$ cat src/rtl/riscboy_pkg.sv
// Definitions shared across riscboy peripherals: the SPI target state encoding
// and the byte width used on its receive path.
package riscboy_pkg;

    localparam int BYTE_W = 8;

    typedef enum logic {
        ST_IDLE = 1'b0,
        ST_RECV = 1'b1
    } spi_state_e;

endpackage

$ cat src/rtl/lcd_spi_target_sync_fifo.sv
// Single-clock FIFO with registered write. Each pointer has one extra MSB so
// full and empty can be told apart. A pushed word becomes visible the cycle after it is written.
module sync_fifo #(
    parameter int WIDTH = 9,
    parameter int DEPTH = 4
) (
    input  logic                     clk,
    input  logic                     rst,
    input  logic                     push_i,
    input  logic [WIDTH-1:0]         push_data_i,
    input  logic                     pop_i,
    output logic                     valid_o,
    output logic [WIDTH-1:0]         data_o,
    output logic [$clog2(DEPTH):0]   level_o,
    output logic                     drop_o
);
    localparam int AW = $clog2(DEPTH);

    logic [AW:0]      wr_ptr_q, wr_ptr_d;
    logic [AW:0]      rd_ptr_q, rd_ptr_d;
    logic [WIDTH-1:0] mem_q [DEPTH];
    logic             empty, full, do_push, do_pop;

    assign empty = (wr_ptr_q == rd_ptr_q);
    assign full  = (wr_ptr_q[AW] != rd_ptr_q[AW]) && (wr_ptr_q[AW-1:0] == rd_ptr_q[AW-1:0]);

    // A pop in the same cycle frees the head slot, so a push to a full FIFO still lands.
    assign do_pop  = pop_i & ~empty;
    assign do_push = push_i & (~full | do_pop);
    assign drop_o  = push_i & full & ~do_pop;

    always_comb begin
        wr_ptr_d = wr_ptr_q + {{AW{1'b0}}, do_push};
        rd_ptr_d = rd_ptr_q + {{AW{1'b0}}, do_pop};
    end

    always_ff @(posedge clk or posedge rst) begin
        if (rst) begin
            wr_ptr_q <= '0;
            rd_ptr_q <= '0;
        end else begin
            wr_ptr_q <= wr_ptr_d;
            rd_ptr_q <= rd_ptr_d;
        end
    end

    always_ff @(posedge clk) begin
        if (do_push) begin
            mem_q[wr_ptr_q[AW-1:0]] <= push_data_i;
        end
    end

    assign valid_o = ~empty;
    assign data_o  = empty ? '0 : mem_q[rd_ptr_q[AW-1:0]];
    assign level_o = wr_ptr_q - rd_ptr_q;

endmodule

$ cat src/rtl/lcd_spi_target.sv
// Receive-only SPI mode 0 target for an LCD controller port. It synchronises the pins,
// assembles bytes MSB first and queues {dc, byte} for a valid/ready consumer.
module lcd_spi_target
    import riscboy_pkg::*;
#(
    parameter int FIFO_DEPTH  = 4,
    parameter int SYNC_STAGES = 2
) (
    input  logic                          clk,
    input  logic                          rst,
    input  logic                          spi_scl,
    input  logic                          spi_sda,
    input  logic                          spi_cs_n,
    input  logic                          spi_dc,
    output logic                          rx_valid,
    input  logic                          rx_ready,
    output logic [BYTE_W-1:0]             rx_data,
    output logic                          rx_dc,
    output logic [$clog2(FIFO_DEPTH):0]   level,
    output logic                          overflow,
    input  logic                          overflow_clr,
    output logic                          active
);
    // Handshake: a byte leaves the FIFO on any cycle where rx_valid && rx_ready; the head
    // (rx_data, rx_dc) holds steady while rx_valid is high and rx_ready is low.

    logic [SYNC_STAGES-1:0] scl_sync_q, sda_sync_q, cs_sync_q, dc_sync_q;
    logic                   scl_prev_q, cs_prev_q;
    logic                   scl_s, sda_s, cs_s, dc_s;
    logic                   scl_rise, cs_fall, cs_rise;

    spi_state_e             state_q, state_d;
    logic [2:0]             bit_cnt_q, bit_cnt_d;
    logic [BYTE_W-2:0]      shift_q, shift_d;
    logic                   push;
    logic [BYTE_W:0]        push_data;
    logic [BYTE_W:0]        head;
    logic                   drop;
    logic                   overflow_q, overflow_d;

    always_ff @(posedge clk or posedge rst) begin
        if (rst) begin
            scl_sync_q <= '0;
            sda_sync_q <= '0;
            cs_sync_q  <= '1;
            dc_sync_q  <= '0;
            scl_prev_q <= 1'b0;
            cs_prev_q  <= 1'b1;
        end else begin
            scl_sync_q <= {scl_sync_q[SYNC_STAGES-2:0], spi_scl};
            sda_sync_q <= {sda_sync_q[SYNC_STAGES-2:0], spi_sda};
            cs_sync_q  <= {cs_sync_q[SYNC_STAGES-2:0], spi_cs_n};
            dc_sync_q  <= {dc_sync_q[SYNC_STAGES-2:0], spi_dc};
            scl_prev_q <= scl_s;
            cs_prev_q  <= cs_s;
        end
    end

    assign scl_s    = scl_sync_q[SYNC_STAGES-1];
    assign sda_s    = sda_sync_q[SYNC_STAGES-1];
    assign cs_s     = cs_sync_q[SYNC_STAGES-1];
    assign dc_s     = dc_sync_q[SYNC_STAGES-1];
    assign scl_rise = scl_s & ~scl_prev_q;
    assign cs_fall  = ~cs_s & cs_prev_q;
    assign cs_rise  = cs_s & ~cs_prev_q;

    // Deselect wins over a coincident clock edge, so a partial byte is simply dropped.
    always_comb begin
        state_d   = state_q;
        bit_cnt_d = bit_cnt_q;
        shift_d   = shift_q;
        push      = 1'b0;
        push_data = {dc_s, shift_q, sda_s};
        case (state_q)
            ST_IDLE: begin
                if (cs_fall) begin
                    state_d   = ST_RECV;
                    bit_cnt_d = '0;
                end
            end
            ST_RECV: begin
                if (cs_rise) begin
                    state_d   = ST_IDLE;
                    bit_cnt_d = '0;
                end else if (scl_rise) begin
                    shift_d   = {shift_q[BYTE_W-3:0], sda_s};
                    bit_cnt_d = bit_cnt_q + 3'd1;
                    push      = (bit_cnt_q == 3'd7);
                end
            end
            default: state_d = ST_IDLE;
        endcase
    end

    always_comb begin
        overflow_d = overflow_q;
        if (overflow_clr) overflow_d = 1'b0;
        if (drop)         overflow_d = 1'b1;
    end

    always_ff @(posedge clk or posedge rst) begin
        if (rst) begin
            state_q    <= ST_IDLE;
            bit_cnt_q  <= '0;
            shift_q    <= '0;
            overflow_q <= 1'b0;
        end else begin
            state_q    <= state_d;
            bit_cnt_q  <= bit_cnt_d;
            shift_q    <= shift_d;
            overflow_q <= overflow_d;
        end
    end

    sync_fifo #(
        .WIDTH (BYTE_W + 1),
        .DEPTH (FIFO_DEPTH)
    ) u_fifo (
        .clk         (clk),
        .rst         (rst),
        .push_i      (push),
        .push_data_i (push_data),
        .pop_i       (rx_ready),
        .valid_o     (rx_valid),
        .data_o      (head),
        .level_o     (level),
        .drop_o      (drop)
    );

    assign rx_data  = head[BYTE_W-1:0];
    assign rx_dc    = head[BYTE_W];
    assign overflow = overflow_q;
    assign active   = (state_q == ST_RECV);

endmodule

$ cat config.mk
export PLATFORM = sky130hd
export DESIGN_NAME = lcd_spi_target
export DESIGN_NICKNAME = d
export VERILOG_FILES = /design/src/rtl/riscboy_pkg.sv /design/src/rtl/lcd_spi_target_sync_fifo.sv /design/src/rtl/lcd_spi_target.sv
export SDC_FILE = /design/constraint.sdc
export NUM_CORES = 1
export LEC_CHECK = 0
export BUFFER_PORTS_ARGS = -buffer_cell sky130_fd_sc_hd__buf_4
export CORE_MARGIN = 1.5
export CORE_UTILIZATION = 40
export DETAILED_ROUTE_END_ITERATION = 10
export PLACE_DENSITY = 0.63
export SETUP_SLACK_MARGIN = 0.15
export SLEW_MARGIN = 15
export SYNTH_ARGS = -nofsm -noshare
export SYNTH_HDL_FRONTEND = slang
export SYNTH_SLANG_ARGS = --single-unit
$ cat constraint.sdc
create_clock -name clk -period 2.45 [get_ports clk]
set_clock_uncertainty 0.2 [all_clocks]
set_input_delay 0.49 -clock clk [delete_from_list [all_inputs] [get_ports clk]]
set_output_delay 0.49 -clock clk [all_outputs]
set_load 0.1 [all_outputs]
Yosys cells after proc, flatten, opt, wreduce, memory -nomap -nowiden. Memory sizes are Yosys's and may differ from the RTL's. Cells that the tools add are included.

Register bits: 28. Bits in writable memories: 36. Input bits: 8. Logic and storage cells: 58. Memories kept: 1.

Memories: u_fifo.mem_q (depth 4, width 9, rd ports 1, clocked after Yosys merged registers in 0, write ports 1, line lcd_spi_target_sync_fifo.sv:21) `logic [WIDTH-1:0] mem_q [DEPTH];`.

Add/subtract/negate cells: 4. Equal/unequal tests: 6. Multiplexer cells: 15. Bitwise logic cells: 16. Reduce and logical (&&, ||, !) cells: 4.

Operators with widths (number): two-way mux 1 bit (9); two-way mux 3 bit (3); two-way mux 9 bit (1); NOT 1 bit (8); bitwise AND 1 bit (7); adder 3 x 1 -> 3 bit (2); case mux 3 bit (2 select lines) (1); adder 3 x 1 -> 3 bit, second input constant (1); equality test 3 bit (1); equality test 3 bit, second input constant (1); inequality test 3 bit, second input constant (1); AND reduction 3 bit (1); subtractor 3 bit (1); equality test 2 bit (1); inequality test 2 bit, second input constant (1); case mux 1 bit (2 select lines) (1); AND reduction 2 bit (1); nonzero test 2 bit (1); logical AND 1 bit (1); inequality test 1 bit (1); bitwise OR 1 bit (1).

Depth between registers and ports, before layout.
Depth after elaboration: 8. Depth in mapped cells: 9. Mapped depth without buffers: 8.

By module. Synthesis repeated with hierarchy kept, for this count alone.

Cell total of the unflattened synthesis: 142. Area, all modules: 2583.7 sq um.

Modules (own cells, without submodules): sync_fifo (instances 1, cells each 93, area each 1764.2 sq um); lcd_spi_target (instances 1, cells each 49, area each 819.5 sq um).

Worst setup path after synthesis. OpenSTA, ideal clock, no wires.

Kind: register to output. From: register u_fifo.wr_ptr_q[0]. To: output level[2]. Arrival: 2643 ps. Path slack: -883 ps. Cell stages (with the launch flop): 5. Path buffers: 0. Cell sequence: dfrtp_1 inv_1 ha_1 fa_1 xnor2_1.

Word-level cells in the longest chain between the ends: 1.

RTL lines: start: declaration (line lcd_spi_target_sync_fifo.sv:19) `logic [AW:0] wr_ptr_q, wr_ptr_d;`; start signal: assignment (line lcd_spi_target_sync_fifo.sv:42) `wr_ptr_q <= wr_ptr_d;`; subtractor 3 bit (line lcd_spi_target_sync_fifo.sv:55) `assign level_o = wr_ptr_q - rd_ptr_q;`; end: declaration (line lcd_spi_target.sv:19) `output logic [$clog2(FIFO_DEPTH):0] level,`.

No other way between the ends.

Worst setup path in the final report.
From: register u_fifo.rd_ptr_q[0]. To: output level[1].

Word-level cells in the longest chain between the ends: 1.

RTL lines: start: declaration (line lcd_spi_target_sync_fifo.sv:20) `logic [AW:0] rd_ptr_q, rd_ptr_d;`; start signal: assignment (line lcd_spi_target_sync_fifo.sv:43) `rd_ptr_q <= rd_ptr_d;`; subtractor 3 bit (line lcd_spi_target_sync_fifo.sv:55).

No other way between the ends.

==> impl_metrics.ini <==
[logic_synthesis]
yosys_warnings = 0
synthCells = 139
synth_area_um2 = 2580
ys_seq_elements = 64
ys_types = 29
syn_nets = 156
avgSynthCellArea_um2 = 18.6
ys_seq_area_frac = 0.692

[sta]
rsz0062_at_grt = true
whs_ps = 25.8
tightest_slew_ps = 449
setup_viol = 0
slew-limit-headroom = 0.700
setup_ws_ps = 11.6
max_clock_freq_mhz = 410
period_needed_ps = 2440
drv_slew = 0
period_share = 0.995
hold_viol = 0

[grt]
track_usage = 0.141
antenna_found_initial = 0
grt_max_degree = 29
overflow = 0
grt_pass1_wl_um = 7220
grt_pass1_vias = 1414

[floorplanning]
rows = 29
core-area_um2 = 6280
die_area_um2 = 6940
die_w_um = 83.3
die_height_um = 83.3
pin_count = 23
initial_core_util = 0.411

[finish]
drive_gt1_frac = 0.529
mostFrequentLayoutCell = edfxtp_1
diodes = 0
layout.nets = 203
area_growth_pct = 32.8
multiInputGateArea_um2 = 870
layout_common_cells = 36 x edfxtp_1, 26 x buf_4, 21 x dfrtp_1, 13 x buf_12, 10 x clkbuf_8
register_area_um2 = 1790
fillers = 510
fin_util = 0.546

[route]
wl_per_cell_um = 16.1
via_per_inst = 4.94
first_pass_iters = 4
via_count = 1324
ant_nets = 0
totalWireLength_um = 4320
drtIter0Drc = 91
route.detailed.drc = 0

[flow_run]
max_cap_violations = 0

[clock_tree]
clkSinkCount = 64
path_clk_slew_ps = 60
clock_latency_ps = 330
htree_levels = 3
cts_buffers = 9
cts_root_buf = clkbuf_8
cts_hold_repair.buffers = 0
cts_tree = built
max-clock-path-buffers = 2

[setup_path]
worst_setup_path_start_kind = flip-flop
cp.required_ps = 1760
crit_slowest_cell = fa_2
cp_cell_sequence = ha_4 -> fa_2 -> clkinvlp_4 -> buf_12
crit_path_max_fanout = 3
endpoint_kind = output port
startpoint = u_fifo.rd_ptr_q[0]
critical_path_class = flip-flop to output port
critPathArrivalTime_ps = 1750
critPathMaxStageDelay_ps = 540
rr_startpoint = u_fifo.rd_ptr_q[0]

[placed_design]
hpwl_um = 2840
portBuffers = 22
pre_cts_ws_ps = 135
place_congestion = 0.725

[hold_path]
min_path_type = primary input to asynchronous set/reset pin

[status]
status = complete, no violations
-- logic make-up (layout without fill, tap and decap cells) --
logic type,count (synthesis),count (layout),share of synthesized area
multiplexers,16,16,0.118
XOR/XNOR,4,4,0.0165
flip-flops,64,64,0.692
AO/OA/AOI/OAI,6,6,0.0189
buffers and inverters,13,65,0.0281
AND/OR/NAND/NOR,27,27,0.0800
adder cells (fa/ha/maj),9,9,0.0466
-- flip-flops by register name, summed over array words and instances, names as in the netlist --
register	cells
dc_sync_q	2
u_fifo.wr_ptr_q	3
cs_sync_q	2
overflow	1
sda_sync_q	2
scl_sync_q	2
u_fifo.mem_q	36
active	1
u_fifo.rd_ptr_q	3
cs_prev_q	1
scl_prev_q	1
shift_q	7
bit_cnt_q	3
-- cell type report --
type	instances	share of cell area
sequential	64	0.523
multi-input combinational	62	0.254
timing repair buffer	40	0.136
clock buffer	14	0.0446
clock inverter	2	0.00256
tap	77	0.0281
inverter	9	0.0121
-- worst max-delay path: cells and delay by family, from the launching register on --
family | cells | cell delay (ps)
fa+ha+maj | 2 | 710
flops | 1 | 440
buf+inv | 2 | 270
-- cell usage after synthesis, drive strengths merged --
cell,n,area share
o21ai,2,0.0039
nor2,2,0.0029
inv,9,0.013
buf,4,0.015
nor3,1,0.0063
nand4,1,0.0024
a32o,3,0.012
nand2,2,0.0029
and2,1,0.0024
mux4,9,0.079
xnor2,2,0.0097
ha,8,0.039
nor2b,11,0.035
dfstp,3,0.031
dfrtp,25,0.24
edfxtp,36,0.42
nor4,4,0.0097
or3b,1,0.0034
and3,2,0.0087
xor2,2,0.0068
mux2,7,0.039
and2b,1,0.0034
nand2b,1,0.0024
a22o,1,0.0034
fa,1,0.0078
-- final timing paths --
check                                     end  slack, ps  cells after the start
max                                  level[1]         10                      4
max in group asynchronous        cs_sync_q[0]       1720                      3
min reg2reg                     sda_sync_q[1]        150                      0
min                        u_fifo.rd_ptr_q[2]         30                      3
min in group clk                 cs_sync_q[0]         70                      1
max reg2reg                u_fifo.wr_ptr_q[2]        330                      7
-- per-layer routing --
metal	vias up	global-route usage	share of wire
li1	612	-	-
met3	8	0.0338	0.029
met5	-	0	0
met1	681	0.172	0.43
met4	0	0.0864	0.023
met2	23	0.227	0.52
-- stage by stage --
step	cell area [µm²]	cells	TNS [ps]
after floorplan	2750	139	-24.5
after global placement	3030	244	0
after detailed placement	3030	244	0
after CTS	3360	264	-32.3
after global routing	3430	268	-79.6
final	3430	268	0
-- repair_timing --
action | in CTS | in global routing
gates resized for setup | 31 | 10
setup endpoints to repair | 12 | 12
endpoints found under the hold margin | 0 | 0
pin swaps | 3 | 0
setup buffers | 4 | 4
Power is left out: the tool's default activity adds up to more than one toggle a clock period on the data nets, which glitch-free logic cannot reach.
